==> config.mk <==
export PLATFORM = sky130hd
export DESIGN_NAME = axis_pattern_source
export DESIGN_NICKNAME = d
export VERILOG_FILES = /design/src/rtl/axis_pattern_source.sv
export SDC_FILE = /design/constraint.sdc
export NUM_CORES = 1
export LEC_CHECK = 0
export ABC_AREA = 1
export CAP_MARGIN = 10
export CORE_AREA = 2 2 69 71
export DETAILED_ROUTE_END_ITERATION = 16
export DIE_AREA = 0 0 71 73
export PLACE_DENSITY = 0.83
export SLEW_MARGIN = 20
export SYNTH_ARGS = -nofsm -noshare
export SYNTH_HDL_FRONTEND = slang
export SYNTH_SLANG_ARGS = --single-unit
export TNS_END_PERCENT = 1
==> constraint.sdc <==
create_clock -name clk -period 2.9 [get_ports clk]
set_input_delay 0.29 -clock clk [delete_from_list [all_inputs] [get_ports clk]]
set_output_delay 0.29 -clock clk [all_outputs]
set_load 0.02 [all_outputs]
==> src/rtl/axis_pattern_source.sv <==
// axis_pattern_source: AXI4-Stream packet generator emitting seed, seed+1, ... with a ce-counted idle gap.
module axis_pattern_source #(
  parameter int DATA_WIDTH = 16,
  parameter int LEN_WIDTH  = 8,
  parameter int GAP_CYCLES = 2
) (
  input  logic                  clk,
  input  logic                  rst,
  input  logic                  ce,
  input  logic                  start,
  input  logic [LEN_WIDTH-1:0]  pkt_len,
  input  logic [DATA_WIDTH-1:0] seed,
  output logic                  tvalid,
  input  logic                  tready,
  output logic [DATA_WIDTH-1:0] tdata,
  output logic                  tlast,
  output logic                  busy,
  output logic                  done
);
  typedef enum logic [1:0] {IDLE, SEND, GAP} state_t;
  state_t                state, state_n;
  logic [LEN_WIDTH-1:0]  left, left_n;
  logic [7:0]            gcnt, gcnt_n;
  logic                  tvalid_n, tlast_n, done_n;
  logic [DATA_WIDTH-1:0] tdata_n;
  always_ff @(posedge clk) begin
    if (rst) begin
      state  <= IDLE;
      left   <= '0;
      gcnt   <= '0;
      tvalid <= 1'b0;
      tdata  <= '0;
      tlast  <= 1'b0;
      busy   <= 1'b0;
      done   <= 1'b0;
    end else begin
      state  <= state_n;
      left   <= left_n;
      gcnt   <= gcnt_n;
      tvalid <= tvalid_n;
      tdata  <= tdata_n;
      tlast  <= tlast_n;
      busy   <= state_n != IDLE;
      done   <= done_n;
    end
  end
  // Next values of every output are computed here and registered above, so tready never reaches an output combinationally.
  always_comb begin
    state_n  = state;
    left_n   = left;
    gcnt_n   = gcnt;
    tvalid_n = tvalid;
    tdata_n  = tdata;
    tlast_n  = tlast;
    done_n   = 1'b0;
    case (state)
      IDLE: if (start && ce && pkt_len != '0) begin
        state_n  = SEND;
        left_n   = pkt_len;
        tvalid_n = 1'b1;
        tdata_n  = seed;
        tlast_n  = pkt_len == LEN_WIDTH'(1);
      end
      SEND: if (tready) begin
        if (tlast) begin
          state_n  = (GAP_CYCLES == 0) ? IDLE : GAP;
          gcnt_n   = 8'(GAP_CYCLES);
          tvalid_n = 1'b0;
          tlast_n  = 1'b0;
          done_n   = 1'b1;
        end else begin
          left_n  = left - 1'b1;
          tdata_n = tdata + 1'b1;
          tlast_n = left == LEN_WIDTH'(2);
        end
      end
      GAP: if (ce) begin
        gcnt_n = gcnt - 1'b1;
        if (gcnt == 8'd1) state_n = IDLE;
      end
      default: state_n = IDLE;
    endcase
  end
endmodule

# Word-level counts from Yosys, hierarchy flattened
# Index checks and enable logic that the tools add are counted.
[totals]
regBits = 38
in_bits = 29
elab_cells = 62
[classes]
add_sub_neg = 3
n_eq_ne = 10
mux = 27
bitwise = 2
reduce_logical = 12
[op_table]
columns = ["op", "n"]
rows = [
  ["$mux W16", 3],
  ["$mux W8", 6],
  ["$pmux W16 S2", 1],
  ["$pmux W8 S2", 2],
  ["$add A16 B1 Y16 const B", 1],
  ["$eq A8 B1 Y1 const B", 2],
  ["$sub A8 B1 Y8 const B", 2],
  ["$reduce_and A4 Y1", 3],
  ["$mux W2", 5],
  ["$ne A2 B2 Y1 const B", 5],
  ["$eq A8 B2 Y1 const B", 1],
  ["$reduce_bool A8 Y1", 1],
  ["$mux W1", 7],
  ["$pmux W2 S3", 1],
  ["$reduce_bool A2 Y1", 3],
  ["$pmux W1 S2", 2],
  ["$reduce_and A3 Y1", 1],
  ["$reduce_or A3 Y1", 1],
  ["$eq A2 B1 Y1 const B", 1],
  ["$eq A2 B2 Y1 const B", 1],
  ["$logic_and A1 B1 Y1", 2],
  ["$logic_not A2 Y1", 1],
  ["$not A1 Y1", 2],
]

# Longest topological paths before layout
[depth]
word_depth = 5
mapped_depth = 10

# Least setup slack after synthesis
# No wires, ideal clock.
[synth_path]
path_type = "flip-flop to flip-flop"
from = "register tdata[0]"
to = "register tdata[8]"
setup_time_ns = 0.070
arrival_time_ns = 1.355
required_time_ns = 2.830
slack_ns = 1.475
stages_incl_launch_ff = 8
n_path_buf = 0
cell_sequence = "dfxtp_1 ha_1 nand2_1 nor2_1 inv_1 o21ai_0 nand2_1 a21oi_1"
[synth_between]
elab_chain_cells = 4
[synth_rtl]
columns = ["element", "line", "rtl"]
rows = [
  ["start: declaration", "15", "output logic [DATA_WIDTH-1:0] tdata,"],
  ["start signal: assignment", "41", "tdata <= tdata_n;"],
  ["$add A16 B1 Y16", "73", "tdata_n = tdata + 1'b1;"],
  ["$mux W16", "65", "if (tlast) begin"],
  ["$mux W16", "64", "SEND: if (tready) begin"],
  ["$pmux W16 S2", "56", "case (state)"],
]
# Every way passes these cells. The select of a mux whose other input is x is not followed.
# A chain may end at the register's enable or synchronous reset.

# Worst setup path in the final report
[layout_path]
from = "register state[1]"
to = "register tdata[4]"
[layout_between]
elab_chain_cells = 3
word_cells_on_any_way = 8
[layout_rtl]
columns = ["element", "line", "rtl"]
rows = [
  ["start: declaration", "21", "state_t state, state_n;"],
  ["start signal: assignment", "37", "state <= state_n;"],
  ["$eq A2 B1 Y1 / $logic_not A2 Y1 (equally long branches)", "56", ""],
  ["$ne A2 B2 Y1 (no source line) / $reduce_bool A2 Y1 (equally long branches)", "-", ""],
  ["$reduce_and A4 Y1 (no source line)", "-", ""],
]
# Several ways; a longest one is shown, not always the timed one.

==> results.py <==
metrics = {
    "synth": {
        "synth_nets": 410,
        "yosysWarnings": 0,
        "synth_top_area_share": 0.322,
        "yosys.area_share.simple": 0.372,
        "yosysUniqueCellTypes": 35,
        "synth_top_family_by_area": "simple AND/OR/NAND/NOR gates",
        "synth.most_common_cell": "nand2_1",
        "syn_avg_cell_area_um2": 6.28,
        "ys_top_cells_by_area": "dfxtp_1, nand2_1, nor2_1, o21ai_0, inv_1",
        "synthMuxAreaShare": 0,
        "synth_fa_ha_area_frac": 0.0265,
        "synthesis.area_mm2": 0.00236,
        "synth_commonest_cells": "nand2_1, nor2_1, inv_1",
        "yosysTopAreaCell": "dfxtp_1",
        "synth_compound_area_frac": 0.163,
        "synth-xor-area-share": 0.0148,
        "synth_edf_count": 0,
        "synth_ff_type": "dfxtp_1",
        "yosysSeqAreaShare": 0.322,
        "synth_seq_cells": 38,
        "synth-async-reset-ratio": 0,
        "syn_inst": 376,
    },
    "hold_path": {
        "holdCritStartpoint": "tdata[2]",
        "whs_path_depth": 2,
        "holdPathEnd": "tdata[2]",
        "hp-class": "register to register",
    },
    "sta": {
        "fin_crit_sh": 0.698,
        "slew_violations": 0,
        "tightest_slew_ps": 451,
        "clock_skew_ps": 8.67,
        "finalHoldViolCount": 0,
        "rsz0062_at_grt": "no",
        "setup_tns_ps": 0,
        "setup_violations": 0,
        "fmax_mhz": 494,
        "fin_ws_ps": 875,
        "period_needed_ps": 2020,
        "slew_headroom": 0.699,
    },
    "power": {
        "p_leak_nw": 1.21,
        "power.share.combinational": 0.319,
        "power.density_mw_per_mm2": 497,
        "switchingPower_mw": 0.511,
        "p_clk_frac": 0.252,
        "p_int_mw": 0.956,
        "p_seq_frac": 0.429,
        "switching_share": 0.348,
        "ir_drop_mv": 0.283,
        "finalPower_mw": 1.47,
    },
    "placed_design": {
        "post_dp_cell_area_mm2": 0.00287,
        "dp_hpwl_mm": 4.29,
        "pre_cts_slack_ps": 736,
        "gp_congestion": 0.907,
        "place_inst": 470,
        "portBuffers": 48,
    },
    "grt": {
        "grt_max_degree": 27,
        "grt_pass1_wl_mm": 9.96,
        "grt_pass1_vias": 2314,
        "grt-ovfl-total": 0,
        "antenna_found_initial": 0,
        "grt_usage": 0.239,
    },
    "floorplan": {
        "dieArea_mm2": 0.00518,
        "rows": 25,
        "initial_core_util": 0.521,
        "fp.coreArea_mm2": 0.00454,
        "pin_count": 49,
        "fp.dieH_um": 73,
        "die-width_um": 71,
    },
    "setup_path": {
        "cp_cell_sequence": "inv_1 > nand2_2 > nor2_1 > inv_2 > a21oi_2 > buf_4 > o21ai_0 > a21oi_1",
        "critPathRequiredTime_ps": 3130,
        "r2r_slack_ps": 880,
        "critical_path.max_fanout": 25,
        "crit_path_top_delay_cell": "a21oi_2",
        "crit_path_max_incr_delay_ps": 380,
        "end_kind": "register",
        "worstReg2RegStart": "state[1]",
        "start_kind": "register",
        "r2r_end": "tdata[4]",
        "crit_type": "register to register",
        "r2r_cells": 8,
        "arrival_ps": 2260,
    },
    "clock_network": {
        "tritoncts": "built",
        "post_cts_resized": 0,
        "worstSkewPairLatency_ps": 300,
        "htreeDepth": 2,
        "clock-sinks": 38,
        "cts.reportedPaths.clkPinSlew_ps": 70,
        "postCtsSetupBuffers": 0,
        "cts-buffers-inserted": 5,
        "hold_buffers": 0,
        "cts_root_buf": "clkbuf_8",
        "cts_buffer_depth": 2,
    },
    "cells_and_area": {
        "finalNetCount": 457,
        "drive_above_1_share": 0.0664,
        "stdcell_area_mm2": 0.00295,
        "seq_area_um2": 761,
        "antenna_cells": 0,
        "final-instance-count-excl-fill": 476,
        "fill_cells": 410,
        "area_growth_pct": 25.0,
        "multi_input_area_mm2": 0.00136,
    },
    "drt": {
        "drt-initial-drc-count": 248,
        "wl_per_cell_um": 12.2,
        "ant_nets": 0,
        "vias_per_cell": 5.29,
        "via_count": 2520,
        "drcViolationCount": 0,
        "wl_mm": 5.79,
        "first_pass_iters": 4,
    },
    "run_status": {
        "status": "finished clean",
    },
    "flow_run": {
        "drv_cap": 0,
    },
}
==> power by group through the flow <==
| stage | logic (mW) | clock network (mW) | registers [mW] |
|---|---|---|---|
| finish | 0.468 | 0.369 | 0.629 |
| global route | 0.524 | 0.387 | 0.637 |
| CTS | 0.468 | 0.372 | 0.628 |
| detailed placement | 0.465 | 0 | 0.640 |
| global placement | 0.457 | 0 | 0.638 |
| floorplan | 0.275 | 0 | 0.670 |
==> worst max-delay path, delay by kind of cell (launching register included) <==
| family | cells | cell delay (ps) |
|---|---|---|
| buffers and inverters | 3 | 450 |
| and+or+nand+nor | 2 | 550 |
| AOI/OAI and AO/OA | 3 | 620 |
| DFF | 1 | 350 |
==> routing by layer <==
metal / vias to the layer above / global-route usage / part of all wire
li1: 1298 / - / -
met1: 1143 / 0.296 / 0.46
met2: 71 / 0.424 / 0.48
met3: 8 / 0.0470 / 0.050
met4: 0 / 0.0713 / 0.013
met5: - / 0 / 0
==> layout by cell type (no fill, tap or decap) <==
cell type / count
nand2_1: 88
nor2_1: 65
clkdlybuf4s50_1: 48
inv_1: 40
dfxtp_1: 38
o21ai_0: 31
a21oi_1: 29
nand3_1: 23
nand4_1: 7
clkbuf_8: 6
ha_1: 5
nor3_1: 4
xor2_1: 4
buf_4: 4
nand2_2: 3
o21bai_1: 3
inv_2: 2
nand2_4: 2
nor2_4: 2
or2_2: 2
nand3b_1: 2
a31oi_1: 2
o21ai_2: 1
clkinv_1: 1
a21oi_2: 1
o21bai_2: 1
o22ai_1: 1
nand3_2: 1
nor2_2: 1
inv_4: 1
nor3_2: 1
nor3b_1: 1
o211ai_1: 1
a211oi_1: 1
==> worst max path at each step <==
stage | end | slack [ps] | depth (start not counted) | from
floorplan | tdata[8] | 1470 | 7 | tdata[0]
global placement | tdata[4] | 780 | 8 | ce
detailed placement | tdata[3] | 740 | 8 | ce
CTS | tdata[3] | 880 | 8 | state[1]
global route | tdata[4] | 650 | 8 | state[1]
finish | tdata[4] | 880 | 8 | state[1]
==> area by class of cell <==
class	instances	area share
clock buffer	6	0.0280
inverter	44	0.0568
multi-input combinational	282	0.461
tap	54	0.0229
sequential	38	0.258
timing repair buffer	52	0.173
==> cell families (layout without fill, tap and decap cells) <==
group / after synthesis / after routing
buffers and inverters: 56 / 102
flip-flops: 38 / 38
adder cells (fa/ha/maj): 5 / 5
AO/OA/AOI/OAI: 71 / 71
AND/OR/NAND/NOR: 202 / 202
XOR/XNOR: 4 / 4
==> metrics by stage <==
stage | util | hold slack [ps]
after floorplan | - | 457
after global placement | 0.632 | 466
after detailed placement | 0.632 | 475
after CTS | 0.650 | 486
after global routing | 0.650 | 509
final | 0.650 | 483
==> state kept, by name (all words and copies together) (netlist names) <==
name	count
busy	1
done	1
gcnt	8
left	8
state	2
tdata	16
tlast	1
tvalid	1
Power figures use the tool's default switching activity.
